==> src/rtl/calc_menu_cu_p.sv <==
// Calculator control unit: button-driven operation menu, operand capture, one-hot dispatch
// and a watchdog-guarded start/done handshake with the arithmetic datapath.
module calc_menu_cu_p #(
   parameter int unsigned        WIDTH      = 8,
   parameter int unsigned        NUM_OPS    = 7,
   parameter logic [NUM_OPS-1:0] UNARY_MASK = 7'b1100000,
   parameter int unsigned        TIMEOUT    = 255
) (
   input  logic               Clk,
   input  logic               Reset,
   input  logic [WIDTH-1:0]   dataInBus,
   input  logic               btl,
   input  logic               btr,
   input  logic               btu,
   input  logic               btd,
   input  logic               btc,
   input  logic               exec_done,
   input  logic               exec_err,
   output logic [NUM_OPS-1:0] op_sel,
   output logic [NUM_OPS-1:0] op_start,
   output logic [WIDTH-1:0]   num1_out,
   output logic [WIDTH-1:0]   num2_out,
   output logic               done,
   output logic               err,
   output logic               busy,
   output logic [2:0]         state_out
);
   localparam int unsigned IdxW = (NUM_OPS > 1) ? $clog2(NUM_OPS) : 1;
   localparam int unsigned CntW = (TIMEOUT > 0) ? $clog2(TIMEOUT + 1) : 1;
   localparam logic [IdxW-1:0] LastIdx = IdxW'(NUM_OPS - 1);
   localparam logic [CntW-1:0] CntMax  = CntW'(TIMEOUT);

   typedef enum logic [2:0] {
      StMenu  = 3'b000,
      StGetA  = 3'b001,
      StGetB  = 3'b010,
      StExec  = 3'b011,
      StWait  = 3'b100,
      StShow  = 3'b101,
      StError = 3'b110
   } state_e;

   state_e             state_q, state_d;
   logic [IdxW-1:0]    idx_q, idx_d;
   logic [CntW-1:0]    cnt_q, cnt_d;
   logic [WIDTH-1:0]   num1_q, num1_d, num2_q, num2_d;
   logic [4:0]         prev_q, prev_d, rise;
   logic [NUM_OPS-1:0] op_sel_q, op_sel_d, op_start_q, op_start_d;
   logic               done_q, done_d, err_q, err_d, busy_q, busy_d;

   // Bit order {c, l, r, u, d}; an if/else chain on rise gives c > l > r > u > d priority.
   assign prev_d = {btc, btl, btr, btu, btd};
   assign rise   = prev_d & ~prev_q;

   always_comb begin
      state_d = state_q;
      idx_d   = idx_q;
      cnt_d   = cnt_q;
      num1_d  = num1_q;
      num2_d  = num2_q;
      case (state_q)
         StMenu: begin
            if (rise[4]) begin
               state_d = StGetA;
            end else if (rise[3]) begin
               idx_d = (idx_q == '0) ? LastIdx : idx_q - IdxW'(1);
            end else if (rise[2]) begin
               idx_d = (idx_q == LastIdx) ? '0 : idx_q + IdxW'(1);
            end else if (rise[1]) begin
               idx_d = '0;
            end else if (rise[0]) begin
               idx_d = LastIdx;
            end
         end
         StGetA: begin
            if (rise[4]) begin
               num1_d  = dataInBus;
               state_d = UNARY_MASK[idx_q] ? StExec : StGetB;
            end else if (rise[3]) begin
               state_d = StMenu;
            end
         end
         StGetB: begin
            if (rise[4]) begin
               num2_d  = dataInBus;
               state_d = StExec;
            end else if (rise[3]) begin
               state_d = StGetA;
            end
         end
         StExec: begin
            cnt_d   = '0;
            state_d = StWait;
         end
         StWait: begin
            cnt_d = cnt_q + CntW'(1);
            // A completion in the same cycle the watchdog expires still counts as completion.
            if (exec_done) begin
               state_d = exec_err ? StError : StShow;
            end else if (cnt_d == CntMax) begin
               state_d = StError;
            end
         end
         StShow, StError: begin
            if (rise[4]) state_d = StMenu;
         end
         default: state_d = StMenu;
      endcase
   end

   always_comb begin
      for (int i = 0; i < int'(NUM_OPS); i++) begin
         op_sel_d[i] = (idx_d == IdxW'(i));
      end
      op_start_d = (state_d == StExec) ? op_sel_d : '0;
      done_d     = (state_d == StShow);
      err_d      = (state_d == StError);
      busy_d     = (state_d == StExec) || (state_d == StWait);
   end

   always_ff @(posedge Clk) begin
      if (!Reset) begin
         state_q    <= StMenu;
         idx_q      <= '0;
         cnt_q      <= '0;
         num1_q     <= '0;
         num2_q     <= '0;
         prev_q     <= '1;
         op_sel_q   <= NUM_OPS'(1);
         op_start_q <= '0;
         done_q     <= 1'b0;
         err_q      <= 1'b0;
         busy_q     <= 1'b0;
      end else begin
         state_q    <= state_d;
         idx_q      <= idx_d;
         cnt_q      <= cnt_d;
         num1_q     <= num1_d;
         num2_q     <= num2_d;
         prev_q     <= prev_d;
         op_sel_q   <= op_sel_d;
         op_start_q <= op_start_d;
         done_q     <= done_d;
         err_q      <= err_d;
         busy_q     <= busy_d;
      end
   end

   assign op_sel    = op_sel_q;
   assign op_start  = op_start_q;
   assign num1_out  = num1_q;
   assign num2_out  = num2_q;
   assign done      = done_q;
   assign err       = err_q;
   assign busy      = busy_q;
   assign state_out = state_q;

endmodule

==> config.mk <==
export PLATFORM = sky130hd
export DESIGN_NAME = calc_menu_cu_p
export DESIGN_NICKNAME = d
export VERILOG_FILES = /design/src/rtl/calc_menu_cu_p.sv
export SDC_FILE = /design/constraint.sdc
export NUM_CORES = 1
export LEC_CHECK = 0
export BUFFER_PORTS_ARGS = -buffer_cell sky130_fd_sc_hd__buf_2
export CAP_MARGIN = 15
export CORE_MARGIN = 4
export CORE_UTILIZATION = 30
export CTS_BUF_LIST = sky130_fd_sc_hd__clkbuf_8
export DETAILED_ROUTE_END_ITERATION = 8
export PLACE_DENSITY_LB_ADDON = 0.08
export SKIP_CTS_REPAIR_TIMING = 1
export SLEW_MARGIN = 20
export SYNTH_ARGS = -nofsm -noshare
export SYNTH_HDL_FRONTEND = slang
export SYNTH_SLANG_ARGS = --single-unit
==> constraint.sdc <==
create_clock -name Clk -period 2.8 [get_ports Clk]
set_clock_uncertainty 0.15 [all_clocks]
set_input_delay 0.14 -clock Clk [delete_from_list [all_inputs] [get_ports Clk]]
set_output_delay 0.14 -clock Clk [all_outputs]
set_load 0.1 [all_outputs]
==> results.tsv, run 1 <==
metric	value	unit
max layer used	met4	
multi-input logic area	1343	µm²
Post-synth EDFFs	0	
R2R cell count	7	
routed len/inst	14.61	µm
Gate Count Post-Synth	265	
critical path class	reg2reg	
Setup TNS	0	ns
# IOs	53	
reg-to-reg startpoint	idx_q[0]$_SDFF_PN0_	
critical path depth in cells	7	
Slew headroom	64.49	%
worst skew pair latency	0.30	ns
# nets final	355	
post-route design area	3146	µm²
cell family with most CP delay	simple AND/OR/NAND/NOR gates	
Reg2Reg Setup Slack	0.46	ns
Buf+Inv Stages, Crit Path	1	
Met3 Wirelength	223	µm
Tmin final	2.344	ns
fill count	869	
CTS tree	yes	
Die Ht	99.61	µm
Seq/Total Area, Yosys	42.15	%
GRT Overall Usage	12.97	%
Post-Place Setup Slack	0.4852	ns
HP Class	in2reg	
vias in the first global route	2040	
synthesized area	2517	µm²
total power	1.616	mW
Initial Util	30.79	%
post-synthesis async set-or-reset flop share	0	%
#FFs+latches synth	53	
Final Core Density	38.48	%
Fin. Hold Viols	0	
DIE WIDTH	99.61	µm
initial antenna violation count	0	
Peak VDD IR	0.2158	mV
Core Area	8175	µm²
Max Buffers Root-to-Sink	2	
layout cell share with drive strength beyond 1	23.49	%
Syn Nets	289	
CP max stage cell	or4b_1	
routability cong.	0.8016	
Lkg Pwr	1.320	nW
iteration count of the initial detailed-routing pass	4	
Worst-path clk slew	0.10	ns
pwr dens	513.8	nW/µm²
Worst R2R End	op_start[2]$_SDFF_PN0_	
DP Area	2904	µm²
Rows	33	
DIE AREA	9921	µm²
DP Wirelength	4577	µm
Root Buffer	clkbuf_8	
Max Cap Viol	0	
largest net degree at the start of global routing	28	
Inserted Clock Buffers	5	
setup slack after layout	0.4561	ns
first-pass GRT wire length	10400	µm
Max stage delay on crit path	0.53	ns
Yosys cell types	57	
Met1 Wirelength	3074	µm
Max Slew Vio Count	0	
crit end category	register	
YS warnings	0	
DR vias	2152	
Arr. time, crit path	2.40	ns
vias per inst	4.924	
Critical Path Most Common Cell	a41oi_2	
clock tree sinks	53	
critical path endpoint	op_start[2]$_SDFF_PN0_	
FF/Latch Area	1061	µm²
sequence of cells on the critical path	inv_1, ha_1, or4b_1, a41oi_2, a41oi_2, and2_4, nor4_1	
CP startpoint kind	register	
CP required	2.86	ns
area growth from synthesis to layout	24.95	%
Tightest Pin Transition	0.5315	ns
syn avg cell area	9.500	µm²
Met2 Routed Length	3056	µm
status	completed	
Max Freq	0.4266	GHz
Top FF cell, synth	dfxtp_1	
final WL	6385	µm
Antenna Cells	0	
Crit Path Max Fanout	8	
gr ovfl total	0	
setup violators final	0	
final worst path period share	83.71	%
H-Tree Depth	2	
critical path startpoint	idx_q[0]$_SDFF_PN0_	
Final ANT Viol Nets	0	
RSZ-0062 raised after global routing	no	
PortBufs	52	
DRT iter0 DRCs	86	
Post-route DRC	0	
-- state kept, by name (all words and copies together), names as in the netlist, named ones only --
| signal | cells |
|---|---|
| busy | 1 |
| cnt_q | 8 |
| done | 1 |
| err | 1 |
| idx_q | 3 |
| num1_out | 8 |
| num2_out | 8 |
| op_sel | 7 |
| op_start | 7 |
| prev_q | 5 |
| state_out | 3 |
-- per-stage QoR --
| step | std cells | hold slack [ns] |
|---|---|---|
| after floorplan | 265 | 0.06304 |
| after global placement | 416 | 0.1883 |
| after detailed placement | 416 | 0.1919 |
| after CTS | 424 | -0.1356 |
| after global routing | 437 | 0.05669 |
| final | 437 | 0.06619 |
-- cells in the mapped netlist (3+ instances only) --
cell type   n  area [µm²]
o21ai_0    10       50.05
nand2b_1    9       56.30
nand3_1     8       40.04
and4_1      3       26.28
a21oi_1    10       50.05
dfxtp_1    53        1061
mux2i_1    20       200.2
nor3_1      6       30.03
and3b_1     3       26.28
nand2_1    14       52.55
ha_1        7       87.58
nor3b_1     3       22.52
a311oi_1    3       26.28
and3_1      3       18.77
o31ai_1     3       22.52
clkbuf_1    6       22.52
nor2b_1    23       143.9
a31oi_1     4       25.02
nor2_1      6       22.52
buf_2       4       20.02
inv_1       8       30.03
nor4_1     10       62.56
a211oi_1    3       22.52
-- final cells by class --
| cell class | count | area share (%) |
|---|---|---|
| clock buffers | 5 | 2.188 |
| clock inverters | 3 | 1.352 |
| inverters | 9 | 1.074 |
| multi-input cells | 187 | 42.68 |
| flip-flops and latches | 53 | 33.73 |
| well taps | 105 | 4.177 |
| repair buffers | 75 | 14.80 |
-- worst register-to-register path, cell delays in order, from the launching register on --
cell and delay, ns:
dfxtp_1 0.44, inv_1 0.11, ha_1 0.23, or4b_1 0.53
a41oi_2 0.23, a41oi_2 0.07, and2_4 0.23, nor4_1 0.26
-- cell usage in the layout (no fill, tap or decap), drive strengths merged, types with 4 or more instances in the layout --
cell         instances
inv                 10
nand3                9
buf                 62
dfxtp               53
o21ai               10
and2                 4
a31oi                4
nor2                 6
clkbuf               5
nor2b               23
ha                   7
dlygate4sd3         13
a41oi                4
nor4                10
mux2i               20
nand2b               9
a21oi               10
nor3                 6
nand2               14
-- worst min-delay path by stage --
| stage | from | end | slack, ns | depth (start not counted) |
|---|---|---|---|---|
| 2_1_floorplan | Reset | prev_q[0]$_SDFF_PN1_ | 0.06 | 1 |
| 3_3_place_gp | btd | prev_q[0]$_SDFF_PN1_ | 0.19 | 2 |
| 3_5_place_dp | btd | prev_q[0]$_SDFF_PN1_ | 0.19 | 2 |
| 4_1_cts | btd | prev_q[0]$_SDFF_PN1_ | -0.14 | 2 |
| 5_1_grt | exec_err | state_out[0]$_SDFF_PN0_ | 0.06 | 3 |
| 6_report | exec_err | state_out[0]$_SDFF_PN0_ | 0.07 | 3 |
-- logic make-up (layout without fill, tap and decap cells) --
| family | after synthesis | count (layout) | synth area share, % |
|---|---|---|---|
| AOI/OAI and AO/OA | 51 | 51 | 14.36 |
| DFF | 53 | 53 | 42.15 |
| adders and majority gates | 7 | 7 | 3.479 |
| buffers and inverters | 25 | 92 | 4.771 |
| muxes | 21 | 21 | 8.399 |
| and+or+nand+nor | 108 | 108 | 26.84 |
-- power by group --
| group | switching, mW | internal (mW) |
|---|---|---|
| clock network | 0.260 | 0.265 |
| registers | 0.0171 | 0.776 |
| logic | 0.204 | 0.0933 |
-- routing by layer --
metal  vias up  global-route usage [%]
met4         0                   3.466
met5         -                       0
met2        36                   21.64
met3         2                   2.454
li1       1094                       -
met1      1020                   17.15
(Power assumes the default switching activity.)
==> run 2: changes to the inputs <==
--- a/config.mk
+++ b/config.mk
@@ -5,6 +5,7 @@
 export SDC_FILE = /design/constraint.sdc
 export NUM_CORES = 1
 export LEC_CHECK = 0
+export ABC_AREA = 1
 export BUFFER_PORTS_ARGS = -buffer_cell sky130_fd_sc_hd__buf_2
 export CAP_MARGIN = 15
 export CORE_MARGIN = 4
==> constraint.sdc (replaced) <==
create_clock -name Clk -period 1.9 [get_ports Clk]
set_clock_uncertainty 0.15 [all_clocks]
set_input_delay 0.095 -clock Clk [delete_from_list [all_inputs] [get_ports Clk]]
set_output_delay 0.095 -clock Clk [all_outputs]
set_load 0.1 [all_outputs]
==> results.tsv, run 2 <==
metric	value	unit	change
Setup TNS	0	ns	unchanged
Max Slew Vio Count	0		unchanged
RSZ-0062 raised after global routing	yes		was no
Peak VDD IR	0.3359	mV	was 0.2158 mV
Inserted Clock Buffers	5		unchanged
Die Ht	94.86	µm	was 99.61 µm
critical path depth in cells	13		was 7
YS warnings	0		unchanged
status	completed		unchanged
DIE WIDTH	94.86	µm	was 99.61 µm
Tightest Pin Transition	0.4983	ns	was 0.5315 ns
Buf+Inv Stages, Crit Path	0		was 1
clock tree sinks	53		unchanged
syn avg cell area	7.301	µm²	was 9.500 µm²
routed len/inst	11.58	µm	was 14.61 µm
synthesized area	2263	µm²	was 2517 µm²
Synth area leaders	dfxtp_1, nand2_1, nor2_1		was dfxtp_1, mux2i_1, nor2b_1
Gate Count Post-Synth	310		was 265
post-synth top area cell	dfxtp_1		unchanged
Fin. Hold Viols	0		unchanged
commonest non-fill, non-tap cell in the layout	nand2_1		was dfxtp_1
initial antenna violation count	0		unchanged
HP Class	in2reg		unchanged
Max stage delay on crit path	0.38	ns	was 0.53 ns
layout cell share with drive strength beyond 1	34.10	%	was 23.49%
DP Wirelength	4076	µm	was 4577 µm
routability cong.	0.7611		was 0.8016
Critical Path Most Common Cell	nand2_1		was a41oi_2
Crit Path Max Fanout	4		was 8
Lkg Pwr	1.480	nW	was 1.320 nW
CP required	2.02	ns	was 2.86 ns
Top FF cell, synth	dfxtp_1		unchanged
Post-Place Setup Slack	-0.1127	ns	was 0.4852 ns
Final Core Density	43.12	%	was 38.48%
Worst-path clk slew	0.11	ns	was 0.10 ns
critical path class	reg2reg		unchanged
worst skew pair latency	0.31	ns	was 0.30 ns
DR vias	2124		was 2152
Rows	31		was 33
cell family with most CP delay	simple AND/OR/NAND/NOR gates		unchanged
R2R cell count	13		was 7
iteration count of the initial detailed-routing pass	4		unchanged
# IOs	53		unchanged
# nets final	413		was 355
hold path depth	3		unchanged
vias in the first global route	1944		was 2040
Slew headroom	67.01	%	was 64.49%
CP max stage cell	dfxtp_4		was or4b_1
fill count	817		was 869
count leader, synth	nand2_1		was dfxtp_1
vias per inst	4.344		was 4.924
CP startpoint kind	register		unchanged
commonest cells after routing, fill and taps aside	nand2_1, nor2_1, buf_2, dfxtp_1, inv_1		was dfxtp_1, buf_2, nor2b_1, mux2i_1, nand2_1
GRT Overall Usage	12.72	%	was 12.97%
setup violators final	0		unchanged
DRT iter0 DRCs	58		was 86
first-pass GRT wire length	9045	µm	was 10400 µm
Tmin final	1.758	ns	was 2.344 ns
DIE AREA	8998	µm²	was 9921 µm²
Post-synth EDFFs	0		unchanged
Root Buffer	clkbuf_8		unchanged
Max Buffers Root-to-Sink	2		unchanged
Syn Nets	334		was 289
#FFs+latches synth	53		unchanged
gr ovfl total	0		unchanged
Core Area	7292	µm²	was 8175 µm²
final worst path period share	92.53	%	was 83.71%
PortBufs	52		unchanged
Final ANT Viol Nets	0		unchanged
crit end category	register		unchanged
sequence of cells on the critical path	ha_4, nand3_2, nand2_1, nand2_1, nand3_1, nor2_1, nand2_1, nand2_1, nand2_1, nand2_2, nand2_4, nor2_4, and2_1		was inv_1, ha_1, or4b_1, a41oi_2, a41oi_2, and2_4, nor4_1
area growth from synthesis to layout	38.92	%	was 24.95%
Post-route DRC	0		unchanged
reg-to-reg startpoint	cnt_q[1]$_SDFFE_PN0P_		was idx_q[0]$_SDFF_PN0_
Seq/Total Area, Yosys	46.88	%	was 42.15%
Initial Util	31.04	%	was 30.79%
setup slack after layout	0.1420	ns	was 0.4561 ns
H-Tree Depth	2		unchanged
post-synthesis async set-or-reset flop share	0	%	unchanged
Yosys cell types	27		was 57
final WL	5662	µm	was 6385 µm
Max Freq	0.5688	GHz	was 0.4266 GHz
post-synth top area share	46.88	%	was 42.15%
Max Cap Viol	0		unchanged
Antenna Cells	0		unchanged
pwr dens	750.0	nW/µm²	was 513.8 nW/µm²
CTS tree	yes		unchanged
Post-synth top cells	nand2_1, nor2_1, dfxtp_1		was dfxtp_1, nor2b_1, mux2i_1
worst hold start	Reset		was exec_err
critical path startpoint	cnt_q[1]$_SDFFE_PN0P_		was idx_q[0]$_SDFF_PN0_
largest net degree at the start of global routing	26		was 28
Arr. time, crit path	1.88	ns	was 2.40 ns
run 2: cell count changes after synthesis, moves of 9 or more:
cell | previous run | this run
nor2_1 | 6 | 58
nor4_1 | 10 | 0
mux2i_1 | 20 | 0
nand2_1 | 14 | 64
nand2b_1 | 9 | 0
o21ai_0 | 10 | 20
inv_1 | 8 | 36
nor2b_1 | 23 | 0
run 2: per-stage QoR:
| stage | cell area, µm² | hold slack [ns] | power, mW | cells |
|---|---|---|---|---|
| after global routing | 3144 | 0.05158 | 2.465 | 489 |
| after detailed placement | 2705 | 0.1389 | 1.505 | 466 |
| after CTS | 2824 | -0.1838 | 2.327 | 474 |
| after floorplan | 2272 | 0.03698 | 1.427 | 310 |
| after global placement | 2705 | 0.1334 | 1.506 | 466 |
| final | 3144 | 0.01369 | 2.358 | 489 |
run 2: path summary, 6_finish.rpt:
kind / end / slack, ns
max: err$_SDFF_PN0_ / 0.14
min reg2reg: cnt_q[7]$_SDFFE_PN0P_ / 0.35
max reg2reg: err$_SDFF_PN0_ / 0.14
min: idx_q[2]$_SDFF_PN0_ / 0.01
run 2: cell type report:
| cell class | instances | area, µm² | area share (%) |
|---|---|---|---|
| Tap cell | 99 | 123.9 | 3.940 |
| Clock inverter | 3 | 50.05 | 1.592 |
| Sequential cell | 53 | 1089 | 34.62 |
| Inverter | 40 | 152.6 | 4.855 |
| Clock buffer | 5 | 68.82 | 2.189 |
| Multi-Input combinational cell | 214 | 1187 | 37.76 |
| Timing Repair Buffer | 75 | 473.0 | 15.04 |
run 2: cell families after synthesis:
kind of cell | after synthesis | synth area share [%]
flops | 53 | 46.88
compound gates | 43 | 10.34
xor+xnor | 2 | 0.7740
fa+ha+maj | 7 | 3.869
buf+inv | 43 | 7.131
simple gates | 162 | 31.01
run 2: power by group:
part | internal (mW) | switching (mW)
Sequential | 1.14 | 0.0191
Combinational | 0.112 | 0.277
Clock | 0.405 | 0.409
run 2: routing by layer:
layer / global-route usage (%) / up-vias / wire length (µm)
met5: 0 / - / 0
met4: 2.885 / 0 / 47
met3: 3.586 / 6 / 286
met2: 19.73 / 41 / 2528
met1: 17.52 / 948 / 2799
li1: - / 1129 / -
run 2: worst reg2reg max path, cell delays in order (launching register included):
cell and delay (ns):
dfxtp_4 0.38, ha_4 0.17, nand3_2 0.09, nand2_1 0.05, nand2_1 0.09, nand3_1 0.08
nor2_1 0.10, nand2_1 0.07, nand2_1 0.06, nand2_1 0.05, nand2_2 0.10, nand2_4 0.09
nor2_4 0.13, and2_1 0.11
==> run 3: changes to the inputs <==
--- a/config.mk
+++ b/config.mk
@@ -9,10 +9,10 @@
 export BUFFER_PORTS_ARGS = -buffer_cell sky130_fd_sc_hd__buf_2
 export CAP_MARGIN = 15
 export CORE_MARGIN = 4
-export CORE_UTILIZATION = 30
-export CTS_BUF_LIST = sky130_fd_sc_hd__clkbuf_8
+export CORE_UTILIZATION = 45
+export CTS_BUF_LIST = sky130_fd_sc_hd__clkbuf_4
 export DETAILED_ROUTE_END_ITERATION = 8
-export PLACE_DENSITY_LB_ADDON = 0.08
+export PLACE_DENSITY = 0.8
 export SKIP_CTS_REPAIR_TIMING = 1
 export SLEW_MARGIN = 20
 export SYNTH_ARGS = -nofsm -noshare
==> results.tsv, run 3 (same netlist as run 2, synthesis figures left out) <==
metric	value	unit	change
Max stage delay on crit path	0.38	ns	about the same
pwr dens	679.9	nW/µm²	was 750.0 nW/µm²
DR vias	2246		was 2124
Initial Util	47.29	%	was 31.04%
gr ovfl total	0		unchanged
Max Freq	0.5444	GHz	was 0.5688 GHz
vias per inst	4.841		was 4.344
worst skew pair latency	0.39	ns	was 0.31 ns
Lkg Pwr	1.463	nW	was 1.480 nW
Slew headroom	66.72	%	was 67.01%
commonest cells after routing, fill and taps aside	nand2_1, buf_2, nor2_1, dfxtp_1, inv_1		was nand2_1, nor2_1, buf_2, dfxtp_1, inv_1
DIE WIDTH	78.92	µm	was 94.86 µm
DRT iter0 DRCs	131		was 58
Peak VDD IR	0.4919	mV	was 0.3359 mV
multi-input logic area	1145	µm²	was 1187 µm²
initial antenna violation count	0		unchanged
Core Area	4786	µm²	was 7292 µm²
met3 Use GR	4.875	%	was 3.586%
Max Cap Viol	0		unchanged
Crit Path Max Fanout	4		unchanged
routability cong.	0.8717		was 0.7611
GR Util met1	21.55	%	was 17.52%
clock tree sinks	53		unchanged
cell family with most CP delay	simple AND/OR/NAND/NOR gates		unchanged
Layout Cells excl Fill	464		was 489
Root Buffer	clkbuf_4		was clkbuf_8
# nets final	420		was 413
Tmin final	1.837	ns	was 1.758 ns
first-pass GRT wire length	8569	µm	was 9045 µm
GRT Overall Usage	17.01	%	was 12.72%
commonest non-fill, non-tap cell in the layout	nand2_1		unchanged
Final ANT Viol Nets	0		unchanged
Post-route DRC	0		unchanged
crit end category	register		unchanged
vias in the first global route	1980		was 1944
Antenna Cells	0		unchanged
RSZ-0062 raised after global routing	yes		unchanged
Worst-path clk slew	0.17	ns	was 0.11 ns
critical path depth in cells	10		was 13
Reg2Reg Setup Slack	0.06	ns	was 0.14 ns
CP startpoint kind	register		unchanged
largest net degree at the start of global routing	26		unchanged
DIE AREA	6228	µm²	was 8998 µm²
Placed Instances	433		was 466
Max Slew Vio Count	0		unchanged
sequence of cells on the critical path	inv_2, ha_2, nand2_1, nand3_2, nor2_1, o31ai_2, nand2_2, nor2_4, buf_4, nor3_1		was ha_4, nand3_2, nand2_1, nand2_1, nand3_1, nor2_1, nand2_1, nand2_1, nand2_1, nand2_2, nand2_4, nor2_4, and2_1
reg-to-reg startpoint	idx_q[0]$_SDFF_PN0_		was cnt_q[1]$_SDFFE_PN0P_
post-route design area	3065	µm²	was 3144 µm²
Fin. Hold Viols	0		unchanged
status	completed		unchanged
iteration count of the initial detailed-routing pass	4		unchanged
area growth from synthesis to layout	35.43	%	was 38.92%
Die Ht	78.92	µm	was 94.86 µm
FF/Latch Area	1084	µm²	was 1089 µm²
CTS tree	yes		unchanged
# IOs	53		unchanged
CP required	2.03	ns	was 2.02 ns
Rows	25		was 31
layout cell share with drive strength beyond 1	31.99	%	was 34.10%
layer with the highest usage	met2		unchanged
Inserted Clock Buffers	5		unchanged
Buf+Inv Stages, Crit Path	2		was 0
setup slack after layout	0.06297	ns	was 0.1420 ns
H-Tree Depth	2		unchanged
routed len/inst	11.56	µm	was 11.58 µm
fill count	425		was 817
DP Area	2658	µm²	was 2705 µm²
DP Wirelength	3673	µm	was 4076 µm
CP max stage cell	dfxtp_2		was dfxtp_4
setup violators final	0		unchanged
Max Buffers Root-to-Sink	2		unchanged
met2 GRT Util	27.59	%	was 19.73%
critical path class	reg2reg		unchanged
HP Class	in2reg		unchanged
R2R cell count	10		was 13
final worst path period share	96.69	%	was 92.53%
final WL	5364	µm	was 5662 µm
PortBufs	52		unchanged
critical path startpoint	idx_q[0]$_SDFF_PN0_		was cnt_q[1]$_SDFFE_PN0P_
Post-Place Setup Slack	-0.01730	ns	was -0.1127 ns
Tightest Pin Transition	0.5026	ns	was 0.4983 ns
Arr. time, crit path	1.97	ns	was 1.88 ns
-- run 3: cell count changes in the layout (fill, tap and decap cells not counted), sizes merged --
| cell | delta |
|---|---|
| buf | +1 |
| bufinv | -1 |
| dlygate4sd3 | +6 |
| clkinvlp | +1 |
-- run 3: through the flow --
stage               total power, mW  hold WS, ns  util [%]  TNS (ns)
floorplan                     1.427      0.03698         -         0
global placement              1.495       0.1261     55.53         0
detailed placement            1.500       0.1317     55.53  -0.02440
CTS                           2.027      -0.2909     56.84   -0.2391
global route                  2.209      0.05402     64.05   -0.3556
finish                        2.084      0.04162     64.05         0
-- run 3: power by group --
| group | total (mW) | switching (mW) | internal, mW |
|---|---|---|---|
| sequential | 1.16 | 0.0176 | 1.14 |
| clock | 0.529 | 0.377 | 0.152 |
| combinational | 0.399 | 0.276 | 0.124 |
| total | 2.08 | 0.671 | 1.41 |
-- run 3: worst register-to-register path, delay by kind of cell, from the launching register on --
family                   cells  cell delay [ns]
flip-flops                   1             0.38
adder cells (fa/ha/maj)      1             0.21
AO/OA/AOI/OAI                1             0.23
buffers and inverters        2             0.21
AND/OR/NAND/NOR              6             0.55
-- run 3: final cells by class --
class / instances / area share, %
Sequential cell: 53 / 35.35
Timing Repair Buffer: 82 / 17.63
Inverter: 40 / 4.898
Tap cell: 67 / 2.735
Clock buffer: 5 / 1.224
Multi-Input combinational cell: 214 / 37.35
Clock inverter: 3 / 0.8163
-- run 3: worst min path at each step --
stage / startpoint / endpoint / depth (start not counted)
3_3_place_gp: btd / prev_q[0]$_SDFF_PN1_ / 3
5_1_grt: exec_done / state_out[0]$_SDFF_PN0_ / 5
2_1_floorplan: btd / prev_q[0]$_SDFF_PN1_ / 2
4_1_cts: btd / prev_q[0]$_SDFF_PN1_ / 3
6_report: exec_done / state_out[0]$_SDFF_PN0_ / 5
3_5_place_dp: btd / prev_q[0]$_SDFF_PN1_ / 3
-- run 3: per-layer routing --
layer / vias up / share of wire (%)
li1: 1142 / -
met1: 1017 / 46
met2: 76 / 46
met3: 11 / 6.7
met4: 0 / 1.6
met5: - / 0
